## src/rtl/key_event_ctrl.sv

```systemverilog
// Multi-key front end: synchronises and debounces NUM_KEYS push-buttons on a shared
// sample tick and emits press, release, long-press and auto-repeat strobes plus a per-key toggle.
module key_event_ctrl #(
    parameter int NUM_KEYS       = 4,
    parameter int ACTIVE_LOW     = 1,
    parameter int SAMPLE_DIV     = 50000,
    parameter int DEBOUNCE_TICKS = 20,
    parameter int LONG_TICKS     = 1000,
    parameter int REPEAT_TICKS   = 200
) (
    input  logic                Clk_50MHz,
    input  logic                Reset_N,
    input  logic [NUM_KEYS-1:0] keyin,
    output logic [NUM_KEYS-1:0] key_state,
    output logic [NUM_KEYS-1:0] press_pulse,
    output logic [NUM_KEYS-1:0] release_pulse,
    output logic [NUM_KEYS-1:0] long_pulse,
    output logic [NUM_KEYS-1:0] repeat_pulse,
    output logic [NUM_KEYS-1:0] toggle,
    output logic                any_press
);

    localparam int DIV_W    = $clog2(SAMPLE_DIV);
    localparam int HOLD_MAX = LONG_TICKS - DEBOUNCE_TICKS;
    localparam int CNT_W    = $clog2(DEBOUNCE_TICKS + 1);
    localparam int HOLD_W   = $clog2(HOLD_MAX + 1);
    localparam int REP_W    = $clog2(REPEAT_TICKS + 1);

    localparam logic [NUM_KEYS-1:0] REL_LEVEL = (ACTIVE_LOW != 0) ? '1 : '0;

    localparam logic [2:0] S_IDLE      = 3'd0;
    localparam logic [2:0] S_DEB_PRESS = 3'd1;
    localparam logic [2:0] S_PRESSED   = 3'd2;
    localparam logic [2:0] S_LONG      = 3'd3;
    localparam logic [2:0] S_DEB_REL   = 3'd4;

    logic [DIV_W-1:0]    div_cnt;
    logic                tick;
    logic [NUM_KEYS-1:0] sync1;
    logic [NUM_KEYS-1:0] sync2;
    logic [NUM_KEYS-1:0] raw_p;

    assign tick = (div_cnt == DIV_W'(SAMPLE_DIV - 1));

    always_ff @(posedge Clk_50MHz or negedge Reset_N) begin
        if (!Reset_N) begin
            div_cnt <= '0;
        end else if (tick) begin
            div_cnt <= '0;
        end else begin
            div_cnt <= div_cnt + 1'b1;
        end
    end

    // Synchronisers come out of reset at the released level so no phantom press is seen.
    always_ff @(posedge Clk_50MHz or negedge Reset_N) begin
        if (!Reset_N) begin
            sync1 <= REL_LEVEL;
            sync2 <= REL_LEVEL;
        end else begin
            sync1 <= keyin;
            sync2 <= sync1;
        end
    end

    assign raw_p = (ACTIVE_LOW != 0) ? ~sync2 : sync2;

    genvar k;
    generate
        for (k = 0; k < NUM_KEYS; k++) begin : g_key
            logic [2:0]        state;
            logic [CNT_W-1:0]  cnt;
            logic [CNT_W-1:0]  cnt_inc;
            logic [HOLD_W-1:0] hold;
            logic [HOLD_W-1:0] hold_inc;
            logic [REP_W-1:0]  rep;
            logic [REP_W-1:0]  rep_inc;
            logic              was_long;
            logic              level;
            logic              press_q;
            logic              release_q;
            logic              long_q;
            logic              repeat_q;
            logic              toggle_q;

            assign cnt_inc  = cnt + 1'b1;
            assign hold_inc = (hold == HOLD_W'(HOLD_MAX)) ? hold : hold + 1'b1;
            assign rep_inc  = (rep == REP_W'(REPEAT_TICKS)) ? rep : rep + 1'b1;

            // IDLE entry and DEB_REL exit both count from cnt=0, so one increment path
            // covers the single-tick debounce case without special states.
            always_ff @(posedge Clk_50MHz or negedge Reset_N) begin
                if (!Reset_N) begin
                    state     <= S_IDLE;
                    cnt       <= '0;
                    hold      <= '0;
                    rep       <= '0;
                    was_long  <= 1'b0;
                    level     <= 1'b0;
                    press_q   <= 1'b0;
                    release_q <= 1'b0;
                    long_q    <= 1'b0;
                    repeat_q  <= 1'b0;
                    toggle_q  <= 1'b0;
                end else begin
                    press_q   <= 1'b0;
                    release_q <= 1'b0;
                    long_q    <= 1'b0;
                    repeat_q  <= 1'b0;
                    if (tick) begin
                        case (state)
                            S_IDLE, S_DEB_PRESS: begin
                                if (!raw_p[k]) begin
                                    state <= S_IDLE;
                                    cnt   <= '0;
                                end else if (cnt_inc == CNT_W'(DEBOUNCE_TICKS)) begin
                                    state    <= S_PRESSED;
                                    cnt      <= '0;
                                    hold     <= '0;
                                    rep      <= '0;
                                    was_long <= 1'b0;
                                    level    <= 1'b1;
                                    press_q  <= 1'b1;
                                    toggle_q <= ~toggle_q;
                                end else begin
                                    state <= S_DEB_PRESS;
                                    cnt   <= cnt_inc;
                                end
                            end
                            S_PRESSED, S_LONG, S_DEB_REL: begin
                                if (!raw_p[k]) begin
                                    if (cnt_inc == CNT_W'(DEBOUNCE_TICKS)) begin
                                        state     <= S_IDLE;
                                        cnt       <= '0;
                                        level     <= 1'b0;
                                        release_q <= 1'b1;
                                    end else begin
                                        state <= S_DEB_REL;
                                        cnt   <= cnt_inc;
                                    end
                                end else if (state == S_DEB_REL) begin
                                    state <= was_long ? S_LONG : S_PRESSED;
                                    cnt   <= '0;
                                end else if (state == S_PRESSED) begin
                                    hold <= hold_inc;
                                    if (hold_inc == HOLD_W'(HOLD_MAX)) begin
                                        state    <= S_LONG;
                                        was_long <= 1'b1;
                                        rep      <= '0;
                                        long_q   <= 1'b1;
                                    end
                                end else begin
                                    if (rep_inc == REP_W'(REPEAT_TICKS)) begin
                                        rep      <= '0;
                                        repeat_q <= 1'b1;
                                    end else begin
                                        rep <= rep_inc;
                                    end
                                end
                            end
                            default: begin
                                state <= S_IDLE;
                                cnt   <= '0;
                            end
                        endcase
                    end
                end
            end

            assign key_state[k]     = level;
            assign press_pulse[k]   = press_q;
            assign release_pulse[k] = release_q;
            assign long_pulse[k]    = long_q;
            assign repeat_pulse[k]  = repeat_q;
            assign toggle[k]        = toggle_q;
        end
    endgenerate

    assign any_press = |press_pulse;

endmodule
```

## config.mk

```make
export PLATFORM = sky130hd
export DESIGN_NAME = key_event_ctrl
export DESIGN_NICKNAME = d
export VERILOG_FILES = /design/src/rtl/key_event_ctrl.sv
export SDC_FILE = /design/constraint.sdc
export NUM_CORES = 1
export LEC_CHECK = 0
export ABC_AREA = 0
export CAP_MARGIN = 10
export CORE_AREA = 10 10 208 210
export DETAILED_ROUTE_END_ITERATION = 12
export DIE_AREA = 0 0 218 220
export SETUP_SLACK_MARGIN = 0.2
export SLEW_MARGIN = 20
export SYNTH_ARGS = -nofsm -noshare
export SYNTH_HDL_FRONTEND = slang
export SYNTH_SLANG_ARGS = --single-unit
```

## constraint.sdc

```tcl
create_clock -name Clk_50MHz -period 2.3 [get_ports Clk_50MHz]
set_clock_uncertainty 0.15 [all_clocks]
set_input_delay 0.46 -clock Clk_50MHz [delete_from_list [all_inputs] [get_ports Clk_50MHz]]
set_output_delay 0.46 -clock Clk_50MHz [all_outputs]
set_load 0.005 [all_outputs]
```

Word-level counts from Yosys, hierarchy flattened
Cells that the tools add are included.
{"block": "word_totals", "output_inout_bits": 25, "elab_cells": 436, "input_bits": 6, "ff_bits": 156}
{"block": "op_classes", "bitwise_logic": 5, "reduce_logical": 45, "add_sub_neg": 13, "eq_ne": 85, "muxes": 241}
{"cell": "8-bit two-way mux", "count": 32}
{"cell": "10-bit two-way mux", "count": 24}
{"cell": "1-bit two-way mux", "count": 116}
{"cell": "10-bit == test, second input constant", "count": 8}
{"cell": "5-bit two-way mux", "count": 16}
{"cell": "10-bit case mux with 2 select lines", "count": 4}
{"cell": "8-bit == test, second input constant", "count": 8}
{"cell": "2-bit != test, second input constant", "count": 32}
{"cell": "8-bit case mux with 2 select lines", "count": 4}
{"cell": "3-bit two-way mux", "count": 20}
{"cell": "7-bit AND reduction", "count": 8}
{"cell": "10-bit by 1-bit adder with 10-bit output, second input constant", "count": 4}
{"cell": "5-bit case mux with 2 select lines", "count": 4}
{"cell": "8-bit by 1-bit adder with 8-bit output, second input constant", "count": 4}
{"cell": "4-bit != test, second input constant", "count": 8}
{"cell": "8-bit AND reduction", "count": 4}
{"cell": "3-bit by 2-bit == test with 1-bit output, second input constant", "count": 8}
{"cell": "3-bit != test, second input constant", "count": 8}
{"cell": "3-bit case mux with 2 select lines", "count": 4}
{"cell": "6-bit AND reduction", "count": 4}
{"cell": "5-bit by 1-bit adder with 5-bit output, second input constant", "count": 4}
{"cell": "5-bit == test, second input constant", "count": 4}
{"cell": "16-bit by 1-bit adder with 16-bit output, second input constant", "count": 1}
{"cell": "16-bit == test, second input constant", "count": 1}
{"cell": "other kinds (15)", "count": 59}

Depth between registers and ports, before layout
{"block": "depth", "ltp_word": 9, "ltp_mapped": 10}

Least setup slack after synthesis
No wires, ideal clock.
{"block": "synth_path", "kind": "reg2reg", "from": "reg g_key[3].rep[0]", "to": "reg g_key[3].rep[6]", "path_stages_with_launch": 11, "slack_ns": -0.110, "period_less_slack_ns": 2.410, "arrival_time_ns": 2.135, "required_ns": 2.025, "cell_sequence": "dfrtp_1 > buf_2 > inv_1 > ha_1 > nand4b_1 > nor3_1 > o211ai_1 > or4_1 > nand2_1 > nor2_1 > mux2_4"}
{"block": "synth_between", "elab_chain_cells": 8}
{"item": "start: declaration", "line_no": "76", "source": "logic [REP_W-1:0] rep;"}
{"item": "start signal: assignment", "line_no": "157", "source": "rep <= rep_inc;"}
{"item": "8-bit by 1-bit adder with 8-bit output or 8-bit == test (tied branches)", "line_no": "88", "source": "assign rep_inc = (rep == REP_W'(REPEAT_TICKS)) ? rep : rep + 1'b1;"}
{"item": "8-bit two-way mux *", "line_no": "88"}
{"item": "8-bit == test", "line_no": "153", "source": "if (rep_inc == REP_W'(REPEAT_TICKS)) begin"}
{"item": "8-bit two-way mux *", "line_no": "153"}
{"item": "8-bit two-way mux *", "line_no": "144", "source": "end else if (state == S_PRESSED) begin"}
{"item": "8-bit two-way mux *", "line_no": "141", "source": "end else if (state == S_DEB_REL) begin"}
{"item": "8-bit two-way mux *", "line_no": "131", "source": "if (!raw_p[k]) begin"}
{"item": "8-bit case mux with 2 select lines *", "line_no": "111", "source": "case (state)"}
Every way passes the cells marked *; elsewhere a longest branch is shown, timed or not. The select of a mux whose other input is x is not followed.
A chain may end at the register's enable or synchronous reset.

Final worst setup path
{"block": "layout_path", "from": "reg g_key[1].hold[1]", "to": "reg g_key[1].rep[7]"}
{"block": "layout_between", "elab_chain_cells": 5}
{"item": "start: declaration", "line_no": "74", "source": "logic [HOLD_W-1:0] hold;"}
{"item": "start signal: assignment", "line_no": "145", "source": "hold <= hold_inc;"}
{"item": "10-bit by 1-bit adder with 10-bit output or 10-bit == test (tied branches)", "line_no": "87", "source": "assign hold_inc = (hold == HOLD_W'(HOLD_MAX)) ? hold : hold + 1'b1;"}
{"item": "10-bit two-way mux *", "line_no": "87"}
{"item": "10-bit == test *", "line_no": "146", "source": "if (hold_inc == HOLD_W'(HOLD_MAX)) begin"}
{"item": "3-bit != test (no line) *"}
{"item": "7-bit AND reduction (no line) *"}
{"item": "end signal: assignment", "line_no": "157"}
{"item": "end: declaration", "line_no": "76"}
Every way passes the cells marked *; elsewhere a longest branch is shown, timed or not.

==> out/metrics.json <==
{
  "cap_viol_max_count": 0,
  "clock_tree_from_tritoncts": "yes",
  "cp.required_ps": 2460,
  "layout_min_cycle_time_ps": 2501,
  "power_uw": 5759,
  "proportion_of_netlist_area_held_by_the_largest_area_contributor_pct": 38.50,
  "place_hpwl_um": 18200,
  "portBuffers": 30,
  "data_arrival_time_of_the_worst_path_ps": 2670,
  "coreArea_um2": 39280,
  "post_synth_main_area_contributors": "dfrtp_1 (39%), o21ai_0 (5.7%), nand2_1 (4.7%)",
  "buffer_cell_driving_the_clock_tree_root": "clkbuf_16",
  "drt_pass1_iterations": 5,
  "route.detailed.wl_per_inst_um": 14.81,
  "cts.path.max_buffers": 2,
  "number_of_global_route_vias_before_repair": 9009,
  "category_of_the_worst_setup_path_capture_point": "flop",
  "synth-edff-count": 0,
  "floorplan.die_area_um2": 47960,
  "synth_async_sr_flop_share_pct": 100.0,
  "finish.net_count": 1356,
  "layout.cells.non_filler": 1866,
  "grt.overflow.total": 0,
  "netlist-cell-type-count": 86,
  "grt_max_degree": 46,
  "grt_antenna_before_repair": 0,
  "postSynthCellCount": 1118,
  "skew_pair_late_insertion_delay_ps": 430,
  "worstSetupStartpointType": "flop",
  "grt_first_pass_wirelength_um": 44440,
  "fp.dieW_um": 218,
  "synth.yosys.seq_area_share_pct": 40.69,
  "dr.first_iter.drc_count": 470,
  "hold_path.class": "reg -> reg",
  "path_clk_slew_ps": 60,
  "cp_max_fo": 8,
  "synth_area_um2": 9619,
  "routed_wl_um": 27640,
  "clock.fmax_mhz": 399.9,
  "vias_per_cell": 4.907,
  "status": "finished, violations left",
  "initial_core_util_pct": 24.49,
  "synth_top_cells_by_count": "dfrtp_1 (148), nand2_1 (121), o21ai_0 (109)",
  "via_count": 9157,
  "detail-route-antenna-nets": 0,
  "finalMaxSlewViolations": 0,
  "route.detailed.drc": 0,
  "cts_htree_levels": 4,
  "critical_path_class": "reg -> reg",
  "fin_crit_sh_pct": 108.7,
  "postSynthAreaPerCell_um2": 8.604,
  "total_global_route_track_usage_pct": 11.08,
  "finish.utilization_pct": 36.16,
  "multi_input_area_um2": 6613,
  "numCtsBuffers": 17,
  "insertedDiodeCount": 0,
  "p_leak_uw": 0.005831,
  "final_hold_fails": 0,
  "drive_gt1_share_pct": 39.90,
  "area_growth_syn_to_layout_pct": 47.63,
  "final.setup.worst_slack_ps": -200.9,
  "seq_area_um2": 3929,
  "final-setup-viol-count": 22,
  "gp_routability_congestion": 0.8475,
  "synth-seq-cells": 156,
  "ys.flop_type": "dfrtp_1",
  "worst_max_slew_pin_slew_ps": 521.5,
  "violations": "setup timing",
  "yosys_warnings": 0,
  "syn-num-nets": 1146,
  "clkSinkCount": 156,
  "die_h_um": 220,
  "synth_largest_area_cell": "dfrtp_1",
  "fillCellCount": 3822,
  "yosysMostFrequentCell": "dfrtp_1",
  "numPlacedInstances": 1772,
  "power_density_nw_per_um2": 405.5,
  "rows": 73,
  "power.ir.vdd_worst_mv": 0.5096,
  "max-slew-margin-rel_pct": 65.10,
  "setup_repair_after_global_routing_missed_its_margin": "true",
  "ioPinCount": 31
}
-- path summary, 6_finish.rpt --
kind | start | endpoint | slack [ps] | depth (start not counted)
setup / recovery | g_key[1].hold[1]$_DFFE_PN0P_ | g_key[1].rep[7]$_DFFE_PN0P_ | -200 | 10
hold / removal | sync1[1]$_DFF_PN1_ | sync2[1]$_DFF_PN1_ | 210 | 0
setup reg to reg | g_key[1].hold[1]$_DFFE_PN0P_ | g_key[1].rep[7]$_DFFE_PN0P_ | -200 | 10
hold reg to reg | sync1[1]$_DFF_PN1_ | sync2[1]$_DFF_PN1_ | 210 | 0
max in group asynchronous | Reset_N | sync1[1]$_DFF_PN1_ | 990 | 3
min in group asynchronous | Reset_N | g_key[0].hold[5]$_DFFE_PN0P_ | 360 | 2
-- cell families (layout without fill, tap and decap cells) --
kind of cell	after synthesis	after routing	share of synthesized area (%)
AO/OA/AOI/OAI	278	279	18.52
XOR/XNOR	42	42	3.824
adder cells (fa/ha/maj)	23	23	2.966
buffers and inverters	114	335	5.658
flip-flops	156	156	40.69
multiplexers	10	10	1.132
AND/OR/NAND/NOR	495	496	27.21
-- sequential cells by signal, indices dropped and copies added, names as in the netlist, 12 cells and up --
| name | count |
|---|---|
| g_key.rep | 32 |
| g_key.hold | 40 |
| div_cnt | 16 |
| g_key.state | 12 |
| g_key.cnt | 20 |
-- cells in the final DEF, fill, tap and decap left out, types with 19 or more instances in the layout --
cell type	n
clkdlybuf4s50_1	28
xnor2_1	19
nand2_1	96
nand4_1	24
nand3_1	55
xor2_1	19
nor2_1	86
inv_1	30
o21ai_0	30
buf_6	34
dfrtp_1	136
a21oi_1	32
nand2b_1	19
buf_4	189
o21ai_1	39
o21ai_2	34
-- through the flow --
stage	hold slack [ps]	TNS (ps)	instance area, um^2	worst slack (ps)
6_report	205.6	-2145	14200	-200.9
5_1_grt	211.9	-5406	14200	-324.4
4_1_cts	205.5	-1516	13190	-134.2
3_5_place_dp	197.0	-1674	11710	-206.2
3_3_place_gp	196.3	-967.5	11710	-166.9
2_1_floorplan	14.41	-86.66	9901	-41.41
-- timing repair --
| item | CTS | global route |
|---|---|---|
| setup buffers | 34 | 23 |
| gates resized for setup | 163 | 214 |
| endpoints found under the setup margin | 111 | 118 |
| gates cloned | 3 | 1 |
| pin swaps | 71 | 77 |
| hold buffers | 1 | 0 |
| hold endpoints to repair | 34 | 0 |
-- report_power, final --
group / internal [uW] / switching (uW) / leakage, uW
Sequential: 2760 / 14.5 / 0.00212
Combinational: 24.4 / 75.1 / 0.00343
Clock: 1660 / 1230 / 0.000282
-- per-layer routing --
metal	global-route usage (%)	vias to the layer above	wire, um
li1	-	4442	-
met1	13.75	4519	12120
met2	19.08	160	14200
met3	2.016	36	870
met4	3.495	0	452
met5	0	-	0
-- worst max-delay path, stage by stage (launching register included) --
cell and delay [ps]:
dfrtp_1 420, inv_1 80, ha_1 130, nand4bb_1 160, buf_4 190, o31ai_4 170
o211ai_1 130, a221o_1 340, a211o_4 410, o21ai_1 130, o21ai_1 70
-- layout make-up --
| cell class | count | share of cell area, % |
|---|---|---|
| Clock buffer | 19 | 3.189 |
| Clock inverter | 13 | 0.9868 |
| Inverter | 42 | 1.145 |
| Multi-Input combinational cell | 850 | 46.56 |
| Sequential cell | 156 | 27.67 |
| Tap cell | 525 | 4.626 |
| Timing Repair Buffer | 261 | 15.82 |
Power figures use the tool's default switching activity.
